File: config.mk
export PLATFORM = sky130hd
export DESIGN_NAME = cpu
export DESIGN_NICKNAME = d
export VERILOG_FILES = /design/src/rtl/cpu_pkg.sv /design/src/rtl/cpu_if.sv /design/src/rtl/cpu_alu.sv /design/src/rtl/cpu.sv
export SDC_FILE = /design/constraint.sdc
export NUM_CORES = 1
export LEC_CHECK = 0
export BUFFER_PORTS_ARGS = -buffer_cell sky130_fd_sc_hd__buf_2
export CORE_UTILIZATION = 50
export CTS_BUF_LIST = sky130_fd_sc_hd__clkbuf_16
export DETAILED_ROUTE_END_ITERATION = 12
export MAX_ROUTING_LAYER = met4
export PLACE_DENSITY_LB_ADDON = 0.3
export SLEW_MARGIN = 25
export SYNTH_ARGS = -nofsm -noshare
export SYNTH_HDL_FRONTEND = slang
export SYNTH_HIERARCHICAL = 1
export SYNTH_SLANG_ARGS = --single-unit
File: constraint.sdc
create_clock -name clk -period 3 [get_ports clk]
set_input_delay 0.15 -clock clk [delete_from_list [all_inputs] [get_ports clk]]
set_output_delay 0.15 -clock clk [all_outputs]
set_load 0.05 [all_outputs]
File: src/rtl/cpu_pkg.sv
// Shared constants and types for the 8-bit accumulator CPU.
package cpu_pkg;

  localparam int DW    = 8;
  localparam int AW    = 5;
  localparam int DEPTH = 32;

  // Instruction opcodes (instr[7:5])
  localparam logic [2:0] OP_HLT = 3'b000;
  localparam logic [2:0] OP_SKZ = 3'b001;
  localparam logic [2:0] OP_ADD = 3'b010;
  localparam logic [2:0] OP_AND = 3'b011;
  localparam logic [2:0] OP_XOR = 3'b100;
  localparam logic [2:0] OP_LDA = 3'b101;
  localparam logic [2:0] OP_STO = 3'b110;
  localparam logic [2:0] OP_JMP = 3'b111;

  // Control sequencer states; one instruction walks FETCH -> READ -> EXEC.
  typedef enum logic [1:0] {
    S_FETCH  = 2'd0,
    S_READ   = 2'd1,
    S_EXEC   = 2'd2,
    S_HALTED = 2'd3
  } state_t;

endpackage

File: src/rtl/cpu_if.sv
// Datapath bundle between the CPU core (master) and its ALU (slave).
interface cpu_if;

  logic [2:0]              opcode;
  logic [cpu_pkg::DW-1:0]  ac;
  logic [cpu_pkg::DW-1:0]  rvalue;
  logic [cpu_pkg::DW-1:0]  ac_next;
  logic                    is_zero;

  modport master (output opcode, ac, rvalue, input  ac_next, is_zero);
  modport slave  (input  opcode, ac, rvalue, output ac_next, is_zero);

endinterface

File: src/rtl/cpu_alu.sv
// Combinational ALU: next accumulator value and zero flag of the current one.
module cpu_alu
  import cpu_pkg::*;
(
  cpu_if.slave bus
);

  // Select next accumulator value from the opcode
  always_comb begin
    // NOTE: default assignment first so every path writes ac_next; no latch.
    bus.ac_next = bus.ac;
    case (bus.opcode)
      OP_ADD:  bus.ac_next = bus.ac + bus.rvalue;  // carry out discarded
      OP_AND:  bus.ac_next = bus.ac & bus.rvalue;
      OP_XOR:  bus.ac_next = bus.ac ^ bus.rvalue;
      OP_LDA:  bus.ac_next = bus.rvalue;
      default: bus.ac_next = bus.ac;               // HLT/SKZ/STO/JMP keep ac
    endcase
  end

  // SKZ condition: accumulator currently zero
  assign bus.is_zero = (bus.ac == '0);

endmodule

File: src/rtl/cpu.sv
// Top: memory, program counter and FETCH/READ/EXEC sequencer.
module cpu
  import cpu_pkg::*;
(
  input  logic clk,
  input  logic rst,   // asynchronous, active low
  output logic HALT
);

  // Architectural state; names are fixed so the bench can reach them.
  logic [DW-1:0] mem [0:DEPTH-1];
  logic [DW-1:0] ac;
  logic [AW-1:0] pc;
  logic [DW-1:0] instr;
  logic [DW-1:0] rvalue;
  logic [2:0]    opcode;
  logic [AW-1:0] operand;
  logic          halt_q;

  state_t        state_q, state_d;
  logic          fetch_en, read_en, exec_en;
  logic [AW-1:0] pc_d;

  assign opcode  = instr[7:5];
  assign operand = instr[4:0];
  assign HALT    = halt_q;

  cpu_if alu_bus ();

  assign alu_bus.opcode = opcode;
  assign alu_bus.ac     = ac;
  assign alu_bus.rvalue = rvalue;

  cpu_alu u_alu (
    .bus (alu_bus)
  );

  // Sequencer state register
  always_ff @(posedge clk or negedge rst) begin
    // NOTE: sequential state uses non-blocking assignment so all registers see pre-edge values.
    if (!rst) state_q <= S_FETCH;
    else      state_q <= state_d;
  end

  // Sequencer next state
  always_comb begin
    state_d = state_q;
    case (state_q)
      S_FETCH:  state_d = S_READ;
      S_READ:   state_d = S_EXEC;
      S_EXEC:   state_d = (opcode == OP_HLT) ? S_HALTED : S_FETCH;
      S_HALTED: state_d = S_HALTED;
      default:  state_d = S_FETCH;
    endcase
  end

  // Sequencer outputs: one load enable per phase
  always_comb begin
    fetch_en = 1'b0;
    read_en  = 1'b0;
    exec_en  = 1'b0;
    case (state_q)
      S_FETCH: fetch_en = 1'b1;
      S_READ:  read_en  = 1'b1;
      S_EXEC:  exec_en  = 1'b1;
      default: ;
    endcase
  end

  // Next program counter for the instruction in EXEC (5-bit wrap is natural)
  always_comb begin
    pc_d = pc + AW'(1);
    case (opcode)
      OP_HLT:  pc_d = pc;  // stays on the HLT instruction
      OP_SKZ:  pc_d = alu_bus.is_zero ? pc + AW'(2) : pc + AW'(1);
      OP_JMP:  pc_d = operand;
      default: ;
    endcase
  end

  // Datapath registers: instruction, operand value, accumulator, pc, halt flag
  always_ff @(posedge clk or negedge rst) begin
    if (!rst) begin
      instr  <= '0;
      rvalue <= '0;
      ac     <= '0;
      pc     <= '0;
      halt_q <= 1'b0;
    end else begin
      if (fetch_en) instr  <= mem[pc];
      if (read_en)  rvalue <= mem[operand];
      if (exec_en) begin
        ac <= alu_bus.ac_next;
        pc <= pc_d;
        if (opcode == OP_HLT) halt_q <= 1'b1;
      end
    end
  end

  // Unified memory write port (STO); reads above are combinational
  always_ff @(posedge clk) begin
    // NOTE: memory has no reset so preloaded programs survive rst; it also maps to plain RAM.
    if (exec_en && opcode == OP_STO) mem[operand] <= ac;
  end

endmodule

After elaboration in Yosys (flattened, before gate mapping)
Memories as Yosys holds them, arrays and structs flattened. A register that Yosys moved wholly into a read port is not among the register bits.
Cells that the tools add are included.
{ "word_totals": {"regBits": 16, "latchBits": 0, "ramBits": 256, "mem_bits_ro": 0, "elab_cells": 41, "mem_count": 1} }
{ "op_classes": {"n_addsub": 3, "multipliers": 0, "div": 0, "magnitude_cmp": 0, "eq_ne": 10, "shift": 0, "mux": 10, "bitwise_logic": 3, "n_reduce_logical": 10} }
{ "memory_table": {"columns": ["name", "words", "width", "read_ports", "rd_clocked_by_memory_dff", "write_ports", "line", "rtl"], "rows": [
  ["mem", 32, 8, 2, 2, 1, "cpu.sv:11", "logic [DW-1:0] mem [0:DEPTH-1];"]
]} }
{ "ops": {"columns": ["cell", "count"], "rows": [
  ["8-bit one-hot mux with 4 select lines", 1],
  ["5-bit one-hot mux with 3 select lines", 1],
  ["3-bit equality test (second input constant)", 4],
  ["8-bit adder", 1],
  ["8-bit bitwise AND", 1],
  ["8-bit logical NOT", 1],
  ["2-bit one-hot mux with 4 select lines", 1],
  ["8-bit XOR", 1],
  ["3-bit by 2-bit equality test with 1-bit output (second input constant)", 2],
  ["2-bit AND reduction", 3],
  ["5-bit by 1-bit adder with 5-bit output (second input constant)", 1],
  ["5-bit by 2-bit adder with 5-bit output (second input constant)", 1],
  ["1-bit 2-to-1 mux", 5],
  ["5-bit 2-to-1 mux", 1],
  ["2-bit equality test (second input constant)", 2],
  ["4-bit nonzero test", 1],
  ["3-bit by 1-bit equality test with 1-bit output (second input constant)", 1],
  ["3-bit logical NOT", 1],
  ["2-bit by 1-bit equality test with 1-bit output (second input constant)", 1],
  ["1-bit logical NOT", 2],
  ["2-bit logical NOT", 1],
  ["2-bit 2-to-1 mux", 1],
  ["1-bit logical AND", 1],
  ["1-bit inverter", 1]
]} }

Depth between registers and ports, before layout
Gate-level depths: netlist of run 1.
{ "depth": {"ltp_word": 5, "depth_mapped": 8} }

Cells and area by module
The synthesis of run 1 kept the hierarchy.
{ "by_module_without_submodules": {"columns": ["module", "n_inst", "cells_per_inst", "area_each_um2", "seq_area_each_um2"], "rows": [
  ["cpu", 1, 796, 13336.5, 8488.1],
  ["cpu_alu", 1, 108, 704.4, 0.0]
]} }

Least setup slack after synthesis of run 1
Ideal clock, no wire load.
{ "synth_path": {"path_type": "register to register", "start": "register ac[0]", "end": "register ac[6]", "setup_time_ns": 0.125, "arrival_ns": 2.261, "required_ns": 2.875, "setup_slack_ns": 0.614, "path_stages_with_launch": 9, "period_less_slack_ns": 2.386, "cell_sequence": "dfrtp_1 ha_1 fa_1 a211oi_1 o21bai_1 a21oi_1 xor2_1 o21ai_0 mux2_2"} }
{ "synth_between": {"elab_chain_cells": 2} }
{ "synth_rtl": {"columns": ["item", "line", "rtl"], "rows": [
  ["from (decl)", "cpu.sv:12", "logic [DW-1:0] ac;"],
  ["from (signal assigned)", "cpu.sv:93", "ac <= alu_bus.ac_next;"],
  ["8-bit adder", "cpu_alu.sv:13", "OP_ADD: bus.ac_next = bus.ac + bus.rvalue;"],
  ["8-bit one-hot mux with 4 select lines", "cpu_alu.sv:12", "case (bus.opcode)"],
  ["named net alu_bus.ac_next, one bit", "cpu_if.sv:7", "logic [cpu_pkg::DW-1:0] ac_next;"]
]} }
The timed path passes the listed nets, and every way through them passes these cells.
A chain may end at the register's enable or synchronous reset.

==> results of run 1 <==
## routing by layer
layer  up-vias  track usage
met2       506        0.426
li1       3780            -
met5         -            -
met3       119       0.0555
met1      4462        0.398
met4         0        0.121
## repair_timing
action,CTS,global route
setup buffers,0,0
endpoints found under the hold margin,32,0
hold buffers,1,0
## metrics by stage
stage	worst slack, ns	total power [mW]	instance area [um^2]	instances	hold slack (ns)
after floorplan	0.614	4.39	14000	904	-0.146
after global placement	0.485	4.40	14800	1287	0.300
after detailed placement	0.560	4.40	14800	1287	0.304
after CTS	0.540	7.90	15800	1343	0.251
after global routing	0.250	8.03	15800	1343	0.305
final	0.367	7.86	15800	1343	0.237
## final cells by class
type / count / area, um^2
clock buffer: 31 / 776
clock inverter: 24 / 161
fill: 2096 / 11500
inverter: 3 / 11.3
multi-input combinational: 546 / 5200
sequential: 288 / 8500
tap: 372 / 465
timing repair buffer: 79 / 653
## kinds of logic after synthesis
| group | count (synthesis) | share of synthesized area |
|---|---|---|
| buffers and inverters | 70 | 0.0249 |
| adders and majority gates | 11 | 0.0103 |
| AOI/OAI and AO/OA | 144 | 0.0701 |
| muxes | 190 | 0.218 |
| DFF | 288 | 0.605 |
| and+or+nand+nor | 194 | 0.0676 |
| xor gates and xnor gates | 7 | 0.00437 |
## final timing paths
| check | to |
|---|---|
| worst min register to register | HALT$_DFFE_PN0P_ |
| min in group clk | HALT$_DFFE_PN0P_ |
| worst max register to register | alu_bus.rvalue[3]$_DFFE_PN0N_ |
| worst max-delay path | alu_bus.rvalue[3]$_DFFE_PN0N_ |
| worst min-delay path | ac[2]$_DFFE_PN0N_ |
| max in group asynchronous | pc[0]$_DFFE_PN0P_ |
## report_power, final
part / leakage, nW / switching (mW) / total [mW] / internal (mW)
logic: 1.64 / 0.0100 / 0.0113 / 0.00130
clock network: 0.475 / 1.52 / 3.54 / 2.03
registers: 2.14 / 0 / 4.31 / 4.31
## worst register-to-register path, stage by stage (launching register included)
cell and delay [ns]:
dfrtp_1 0.56, nor2b_1 0.65, nor2b_1 0.78, a22oi_1 0.31, a41oi_1 0.25
## Yosys cell counts, types with 4 or more instances
cell       instances
ha_1              10
buf_1              4
nor2b_1           12
o221ai_1           4
o21ai_0           22
buf_2             19
o22ai_1           32
edfxtp_1         256
a21oi_1           17
mux2i_1           91
a31oi_1           14
mux2_2             8
a2111oi_0         11
nand2_1           30
dfrtp_1           32
xnor2_1            4
nor3_1            14
clkbuf_1          31
nand2b_1           7
nor2_1            79
a22oi_1            9
buf_4             10
a22o_1            12
mux4_2            88
nand3_1           10
nor4_1            16
a211oi_1           4
nand3b_1           4
## cells in the final DEF, fill, tap and decap left out, types with 11 or more instances in the layout
master	instances
buf_4	71
nand2_1	30
o22ai_1	32
a31oi_1	14
nor2b_1	12
a21oi_1	17
clkbuf_16	31
nor3_1	14
a2111oi_0	11
nor4_1	16
dfrtp_1	28
nor2_1	79
a22o_1	12
mux2i_1	91
mux4_2	88
edfxtp_1	256
o21ai_0	22
## registers in the layout, summed over array words and instances, names as in the netlist
register	flops
mem	256
ac	8
alu_bus.rvalue	8
instr	8
pc	5
state_q	2
HALT	1
==> results.json, run 1 <==
{
  "postCtsResizedCells": 0,
  "clk_root_buffer_cell": "clkbuf_16",
  "fmax_mhz": 380,
  "syn-cell-area_um2": 14000,
  "detailroute.wirelength.met2_mm": 17.3,
  "rows": 60,
  "critPathArrivalTime_ns": 3.12,
  "grt_antenna_before_repair": 0,
  "timing.max_cap.violations": 0,
  "worstMarginPinSlew_ns": 1.05,
  "floorplan.initialDensity": 0.515,
  "grt_max_degree": 40,
  "layout-drive-gt1-share": 0.237,
  "area.growth.synth_to_final_pct": 12.3,
  "slowest_stage": "nor2b_1",
  "yosysWarnings": 6,
  "endpoint_kind": "flop",
  "timing.critical_path.cells": "nor2b_1 -> nor2b_1 -> a22oi_1 -> a41oi_1",
  "final.period_utilization": 0.878,
  "grt_pass1_vias": 8816,
  "io_buffers": 2,
  "worstReg2RegStart": "instr[4]$_DFFE_PN0N_",
  "critPathMaxStageDelay_ns": 0.78,
  "htree_num_levels": 1,
  "synth.top_cells.by_area": "edfxtp_1, mux4_2, mux2i_1",
  "critPathLaunchType": "flop",
  "clock_tree_from_tritoncts": "done",
  "final-max-slew-violation-count": 0,
  "finClkSkew_ns": 0.0195,
  "power_leakage_nw": 4.26,
  "synthesis.instances": 904,
  "setup_repair_after_global_routing_missed_its_margin": "no",
  "post-route-drc-count": 0,
  "antenna_violating_nets_post_route": 0,
  "irDropWorstVdd_v": 0.000484,
  "die_height_um": 170,
  "finalWirelength_mm": 38.7,
  "netlist.area_leader.share": 0.547,
  "route.layer.met1.wl_mm": 15.6,
  "ys_seq_elements": 288,
  "finish.net_count": 961,
  "worst_skew_pair.late_latency_ns": 0.57,
  "synth_edf_count": 256,
  "cp_num_buf_inv": 0,
  "timing_worst_setup_path_type": "flop to flop",
  "drt_iter0_drc": 1217,
  "syn_nets": 917,
  "worst-path-max-fanout": 9,
  "design.core.area_um2": 27300,
  "overall_via_count_from_detail_route": 8867,
  "die_width_um": 170,
  "cts_buf_count": 30,
  "period_needed_ns": 2.63,
  "cts_buffer_depth": 3,
  "power_density_over_the_cells_nw_per_um2": 498,
  "hp-class": "input pin to async pin",
  "yosysTopAreaCell": "edfxtp_1",
  "path_depth": 4,
  "ys.flop_type": "edfxtp_1",
  "max_slew_headroom": 0.293,
  "detailroute.wirelength.met3_mm": 3.81,
  "postSynth.asyncResetShare": 0.111,
  "critPathRequiredTime_ns": 3.48,
  "finalHoldViolCount": 0,
  "clock-sinks": 288,
  "timing.setup.tns_ns": 0,
  "status": "completed",
  "minimum_setup_slack_among_reg_to_reg_paths_ns": 0.37,
  "layout.core_utilization": 0.579,
  "critPathMostFrequentCell": "nor2b_1",
  "design.portCount": 3,
  "worstSetupStartpoint": "instr[4]$_DFFE_PN0N_",
  "hpwl_mm": 27.0,
  "ys_seq_area_frac": 0.605,
  "place.gp.congestion": 1.06,
  "fp.dieArea_um2": 28800,
  "global_route.overflow_total": 0,
  "setup_viol": 0,
  "num_antenna_cells": 0,
  "clk_transition_reported_paths_ns": 0.06,
  "drt_pre_antenna_iters": 6,
  "postSynthAreaPerCell_um2": 15.5,
  "timing.reg2reg.worst_path_depth": 4,
  "routed_wire_length_per_instance_um": 28.8,
  "routed.top_layer": "met4",
  "vias_per_cell": 6.60,
  "grt_use_total": 0.290,
  "largest_delay_contributor_family_on_the_critical_path": "simple AND/OR/NAND/NOR gates",
  "grt_first_pass_wirelength_mm": 58.3,
  "synth_cell_types": 61
}
Note: power is estimated with default switching activity, not from simulation.
==> run 2, diff against run 1 <==
--- a/config.mk
+++ b/config.mk
@@ -14,5 +14,4 @@
 export SLEW_MARGIN = 25
 export SYNTH_ARGS = -nofsm -noshare
 export SYNTH_HDL_FRONTEND = slang
-export SYNTH_HIERARCHICAL = 1
 export SYNTH_SLANG_ARGS = --single-unit
==> run 2 against run 1 <==
Against the previous run: design area increased by 0.18%; synthesized cell count decreased by 1.7%; highest routed layer unchanged; clock skew is 0.00082 ns lower; fmax is 8.5% lower; non-clock buffer count up 8.
==> results.json, run 2 <==
{
  "power_leakage_nw": 4.29,
  "synthesis.instances": 889,
  "clk_transition_reported_paths_ns": 0.06,
  "reg2reg_to": "instr[6]$_DFFE_PN0N_",
  "place.gp.congestion": 1.01,
  "vias_per_cell": 6.68,
  "final.period_utilization": 0.959,
  "synth_edf_count": 256,
  "worst-path-max-fanout": 34,
  "antenna_violating_nets_post_route": 0,
  "grt_max_degree": 47,
  "timing.reg2reg.worst_path_depth": 4,
  "most_frequent_cells_in_the_layout": "edfxtp_1, mux4_2, buf_4",
  "routed_wire_length_per_instance_um": 28.5,
  "worstMarginPinSlew_ns": 0.993,
  "synth.top_cells.by_area": "edfxtp_1, mux4_2, dfrtp_1",
  "finalHoldViolCount": 0,
  "worst_slack_ns": 0.122,
  "worstReg2RegStart": "pc[0]$_DFFE_PN0P_",
  "finClkSkew_ns": 0.0187,
  "irDropWorstVdd_v": 0.000408,
  "syn-cell-area_um2": 14000,
  "yosysWarnings": 0,
  "layout-drive-gt1-share": 0.247,
  "final-max-slew-violation-count": 0,
  "nFillCells": 2126,
  "grt_pass1_vias": 8813,
  "minimum_setup_slack_among_reg_to_reg_paths_ns": 0.12,
  "drt_pre_antenna_iters": 5,
  "cts_buf_count": 31,
  "grt_antenna_before_repair": 0,
  "critPathLaunchType": "flop",
  "htree_num_levels": 1,
  "io_buffers": 2,
  "status": "completed",
  "timing.setup.tns_ns": 0,
  "hp-class": "input pin to async pin",
  "setup_viol": 0,
  "num_antenna_cells": 0,
  "netlist.area_leader.share": 0.550,
  "postSynth.asyncResetShare": 0.111,
  "number_of_flip_flops_in_the_largest_register": 256,
  "layout.core_utilization": 0.581,
  "die_height_um": 169,
  "design.portCount": 3,
  "worst_skew_pair.late_latency_ns": 0.56,
  "area.growth.synth_to_final_pct": 13.1,
  "overall_via_count_from_detail_route": 8962,
  "max_slew_headroom": 0.336,
  "finish.net_count": 958,
  "drt_iter0_drc": 1222,
  "period_needed_ns": 2.88,
  "power_density_over_the_cells_nw_per_um2": 510,
  "yosys.cell_count.top_type": "edfxtp_1",
  "rows": 60,
  "floorplan.initialDensity": 0.514,
  "power.total_mw": 8.06,
  "critPathArrivalTime_ns": 3.27,
  "synth.cells.most_frequent": "edfxtp_1, mux4_2, mux2i_1, nor2_1, nand2_1",
  "setup_repair_after_global_routing_missed_its_margin": "no",
  "critPathRequiredTime_ns": 3.39,
  "timing.max_cap.violations": 0,
  "die_width_um": 169,
  "post-route-drc-count": 0,
  "grt_use_total": 0.282,
  "global_route.overflow_total": 0,
  "timing.hold.ws_ns": 0.222,
  "fp.dieArea_um2": 28600,
  "timing_worst_setup_path_type": "flop to flop",
  "design.core.area_um2": 27200,
  "placement.setup.worst_slack_ns": 0.188,
  "finalWirelength_mm": 38.3,
  "top_register": "mem",
  "clock_tree_from_tritoncts": "done",
  "layout_commonest_cell": "edfxtp_1",
  "synth_cell_types": 57,
  "yosysTopAreaCell": "edfxtp_1",
  "clock-sinks": 288,
  "grt_first_pass_wirelength_mm": 57.4,
  "syn_nets": 902,
  "postSynthAreaPerCell_um2": 15.7,
  "hpwl_mm": 26.0,
  "ys_seq_elements": 288,
  "fmax_mhz": 347,
  "cts_buffer_depth": 3,
  "ys.flop_type": "edfxtp_1",
  "endpoint_kind": "flop",
  "ys_seq_area_frac": 0.608,
  "clk_root_buffer_cell": "clkbuf_16"
}
run 2: changes by cell type after synthesis, moves of 6 or more:
cell / delta
a21oi_1: +7
a31oi_1: -7
clkbuf_1: -6
mux2i_1: -20
mux4_2: +11
nand2_1: +15
nor2_1: -14
nor3_1: +11
o21ai_0: -10
o22ai_1: -9
o32ai_1: +8
run 2: report_power, final:
| part | switching, mW | leakage, nW | internal [mW] | total, mW |
|---|---|---|---|---|
| logic | 0.00936 | 1.63 | 0.00130 | 0.0107 |
| registers | 0 | 2.14 | 4.31 | 4.31 |
| clock network | 1.54 | 0.514 | 2.20 | 3.74 |
| total | 1.55 | 4.29 | 6.51 | 8.06 |
run 2: worst max-delay path by stage:
stage | slack (ns) | cells after the start | to | from
4_1_cts | 0.18 | 5 | instr[5]$_DFFE_PN0N_ | pc[0]$_DFFE_PN0P_
2_1_floorplan | 0.64 | 5 | mem[20][0]$_DFFE_PP_ | instr[0]$_DFFE_PN0N_
6_report | 0.12 | 4 | instr[6]$_DFFE_PN0N_ | pc[0]$_DFFE_PN0P_
5_1_grt | 0.04 | 4 | instr[3]$_DFFE_PN0N_ | pc[0]$_DFFE_PN0P_
3_5_place_dp | 0.19 | 5 | instr[5]$_DFFE_PN0N_ | pc[0]$_DFFE_PN0P_
3_3_place_gp | 0.007 | 4 | instr[6]$_DFFE_PN0N_ | pc[0]$_DFFE_PN0P_
run 2: area by class of cell:
type,count,area (um^2),area share
clock buffer,31,776,0.0491
clock inverter,26,220,0.0139
inverter,7,26.3,0.00166
multi-input combinational,530,5110,0.323
sequential,288,8500,0.538
tap,372,465,0.0295
timing repair buffer,87,701,0.0444
run 2: cell families (layout without fill, tap and decap cells):
family / count (synthesis) / after routing / synth area share
fa+ha+maj: 11 / 11 / 0.0104
compound gates: 146 / 146 / 0.0733
simple gates: 193 / 193 / 0.0639
flops: 288 / 288 / 0.608
mux: 176 / 176 / 0.215
buf+inv: 71 / 151 / 0.0270
xor+xnor: 4 / 4 / 0.00251
run 2: worst max-delay path: stages, from the launching register on:
cell and delay [ns]:
dfrtp_4 0.87, buf_4 0.29, mux4_2 0.50, a2111oi_1 0.92
nor3_1 0.09
run 2: repair_timing:
item | in CTS | in global routing
gates resized for setup | 0 | 1
hold buffers | 1 | 0
setup buffers | 0 | 0
hold endpoints to repair | 32 | 0
setup endpoints to repair | 0 | 1
run 2: per-layer routing:
metal	global-route usage	vias up	routed length [um]
met5	-	-	0
met4	0.0999	0	1510
met3	0.0385	102	3490
met2	0.441	523	18200
met1	0.383	4585	15000
li1	-	3752	-
run 2: metrics by stage:
step                std cells  area [um^2]
floorplan                 889        14000
global placement         1283        14800
detailed placement       1283        14800
CTS                      1341        15800
global route             1341        15800
finish                   1341        15800
==> run 3, diff against run 2 <==
--- a/config.mk
+++ b/config.mk
@@ -7,11 +7,12 @@
 export LEC_CHECK = 0
 export BUFFER_PORTS_ARGS = -buffer_cell sky130_fd_sc_hd__buf_2
 export CORE_UTILIZATION = 50
-export CTS_BUF_LIST = sky130_fd_sc_hd__clkbuf_16
+export CTS_BUF_LIST = sky130_fd_sc_hd__clkbuf_4
 export DETAILED_ROUTE_END_ITERATION = 12
 export MAX_ROUTING_LAYER = met4
 export PLACE_DENSITY_LB_ADDON = 0.3
 export SLEW_MARGIN = 25
 export SYNTH_ARGS = -nofsm -noshare
 export SYNTH_HDL_FRONTEND = slang
+export SYNTH_HIERARCHICAL = 1
 export SYNTH_SLANG_ARGS = --single-unit
==> run 3 against run 2 <==
Against the previous run: core utilization up 0.051 points; clock skew grew 0.022 ns; fmax up 7.7%; worst setup slack gained 0.21 ns; sequential share of layout area down 0.20 points; power decreased by 2.1%.
==> results.json, run 3 (synthesized netlist as in run 1, its figures left out) <==
{
  "dpl-instance-area_um2": 14800,
  "vias_per_cell": 6.48,
  "period_needed_ns": 2.67,
  "hpwl_mm": 27.0,
  "worstReg2RegStart": "instr[4]$_DFFE_PN0N_",
  "status": "completed",
  "worstMarginPinSlew_ns": 1.16,
  "clk_root_buffer_cell": "clkbuf_4",
  "cts_buf_count": 75,
  "most_frequent_cells_in_the_layout": "edfxtp_1, clkbuf_4, mux2i_1",
  "clock_tree_from_tritoncts": "done",
  "finish.net_count": 1006,
  "setup_repair_after_global_routing_missed_its_margin": "no",
  "htree_num_levels": 3,
  "nFillCells": 2142,
  "top_register": "mem",
  "power_leakage_nw": 4.39,
  "layout.area.seq_um2": 8500,
  "grt_max_degree": 40,
  "power.total_mw": 7.89,
  "finClkSkew_ns": 0.0404,
  "fp.dieArea_um2": 28800,
  "overall_via_count_from_detail_route": 9251,
  "die_width_um": 170,
  "grt_use_total": 0.295,
  "global_route.overflow_total": 0,
  "worst-path-max-fanout": 9,
  "routed_wire_length_per_instance_um": 27.4,
  "minimum_setup_slack_among_reg_to_reg_paths_ns": 0.33,
  "place.gp.congestion": 1.06,
  "post-cts-setup-buffers": 0,
  "grt_first_pass_wirelength_mm": 58.7,
  "timing_worst_setup_path_type": "flop to flop",
  "die_height_um": 170,
  "timing.setup.tns_ns": 0,
  "multi_input_area_um2": 5200,
  "reg2reg_to": "alu_bus.rvalue[3]$_DFFE_PN0N_",
  "layout_commonest_cell": "edfxtp_1",
  "grt_pass1_vias": 9266,
  "drt_pre_antenna_iters": 6,
  "endpoint_kind": "flop",
  "floorplan.initialDensity": 0.515,
  "critPathRequiredTime_ns": 3.60,
  "hp-class": "input pin to async pin",
  "rows": 60,
  "max_slew_headroom": 0.218,
  "grt_antenna_before_repair": 2,
  "post-route-drc-count": 0,
  "critPathLaunchType": "flop",
  "layout-drive-gt1-share": 0.291,
  "area.growth.synth_to_final_pct": 12.9,
  "design.core.area_um2": 27300,
  "finalHoldViolCount": 0,
  "worst_skew_pair.late_latency_ns": 0.70,
  "design.portCount": 3,
  "final-max-slew-violation-count": 0,
  "timing.reg2reg.worst_path_depth": 4,
  "antenna_violating_nets_post_route": 0,
  "layout.cell_area.non_filler_um2": 15900,
  "fmax_mhz": 374,
  "clock-sinks": 288,
  "numPlacedInstances": 1287,
  "io_buffers": 2,
  "critPathArrivalTime_ns": 3.27,
  "fin_cells": 1428,
  "finalWirelength_mm": 39.1,
  "cts_buffer_depth": 3,
  "power_density_over_the_cells_nw_per_um2": 497,
  "clk_transition_reported_paths_ns": 0.07,
  "irDropWorstVdd_v": 0.000285,
  "timing.max_cap.violations": 0,
  "final.period_utilization": 0.890,
  "timing.hold.ws_ns": 0.0968,
  "number_of_flip_flops_in_the_largest_register": 256,
  "drt_iter0_drc": 1173,
  "setup_viol": 0
}
run 3: cell types whose count changed in the layout (fill, tap and decap cells not counted), moves of 11 or more:
cell       delta
clkbuf_4    +111
clkbuf_16    -31
mux2i_1      +20
nand2_1      -15
clkinv_1     +14
nor2_1       +14
inv_1        -12
mux4_2       -11
nor3_1       -11
run 3: worst max path at each step:
stage	from	end	depth (start not counted)
6_report	instr[4]$_DFFE_PN0N_	alu_bus.rvalue[3]$_DFFE_PN0N_	4
3_3_place_gp	instr[3]$_DFFE_PN0N_	alu_bus.rvalue[3]$_DFFE_PN0N_	4
4_1_cts	instr[4]$_DFFE_PN0N_	alu_bus.rvalue[3]$_DFFE_PN0N_	4
2_1_floorplan	ac[0]$_DFFE_PN0N_	ac[6]$_DFFE_PN0N_	8
3_5_place_dp	instr[4]$_DFFE_PN0N_	alu_bus.rvalue[3]$_DFFE_PN0N_	4
5_1_grt	instr[4]$_DFFE_PN0N_	alu_bus.rvalue[3]$_DFFE_PN0N_	4
run 3: cell type report:
type / instances / share of cell area
clock buffers: 111 / 0.0526
diodes: 2 / 0.000316
well taps: 372 / 0.0294
clock inverters: 27 / 0.0116
flip-flops and latches: 288 / 0.536
repair buffers: 79 / 0.0412
inverters: 3 / 0.000710
multi-input cells: 546 / 0.328
run 3: power breakdown:
part	total, mW	leakage (nW)	switching, mW	internal [mW]
combinational	0.0112	1.64	0.00991	0.00130
clock	3.57	0.600	1.61	1.96
sequential	4.30	2.14	0	4.30
run 3: routing by layer:
metal / vias up / track usage / share of wire
met5: - / - / 0
met4: 0 / 0.150 / 0.048
li1: 3923 / - / -
met2: 579 / 0.422 / 0.45
met1: 4622 / 0.382 / 0.39
met3: 127 / 0.0872 / 0.11
run 3: what timing repair did:
item,4_1_cts,5_1_grt
endpoints found under the hold margin,32,0
hold buffers,1,0
resized for setup,0,0
run 3: stage by stage:
step / util / setup WS, ns
finish: 0.582 / 0.329
global route: 0.582 / 0.227
CTS: 0.582 / 0.539
detailed placement: 0.544 / 0.560
global placement: 0.544 / 0.485
floorplan: - / 0.614
run 3: critical path: stages (launching register included):
cell and delay, ns:
dfrtp_1 0.55, nor2b_1 0.64, nor2b_1 0.84, a22oi_1 0.30, a41oi_1 0.25
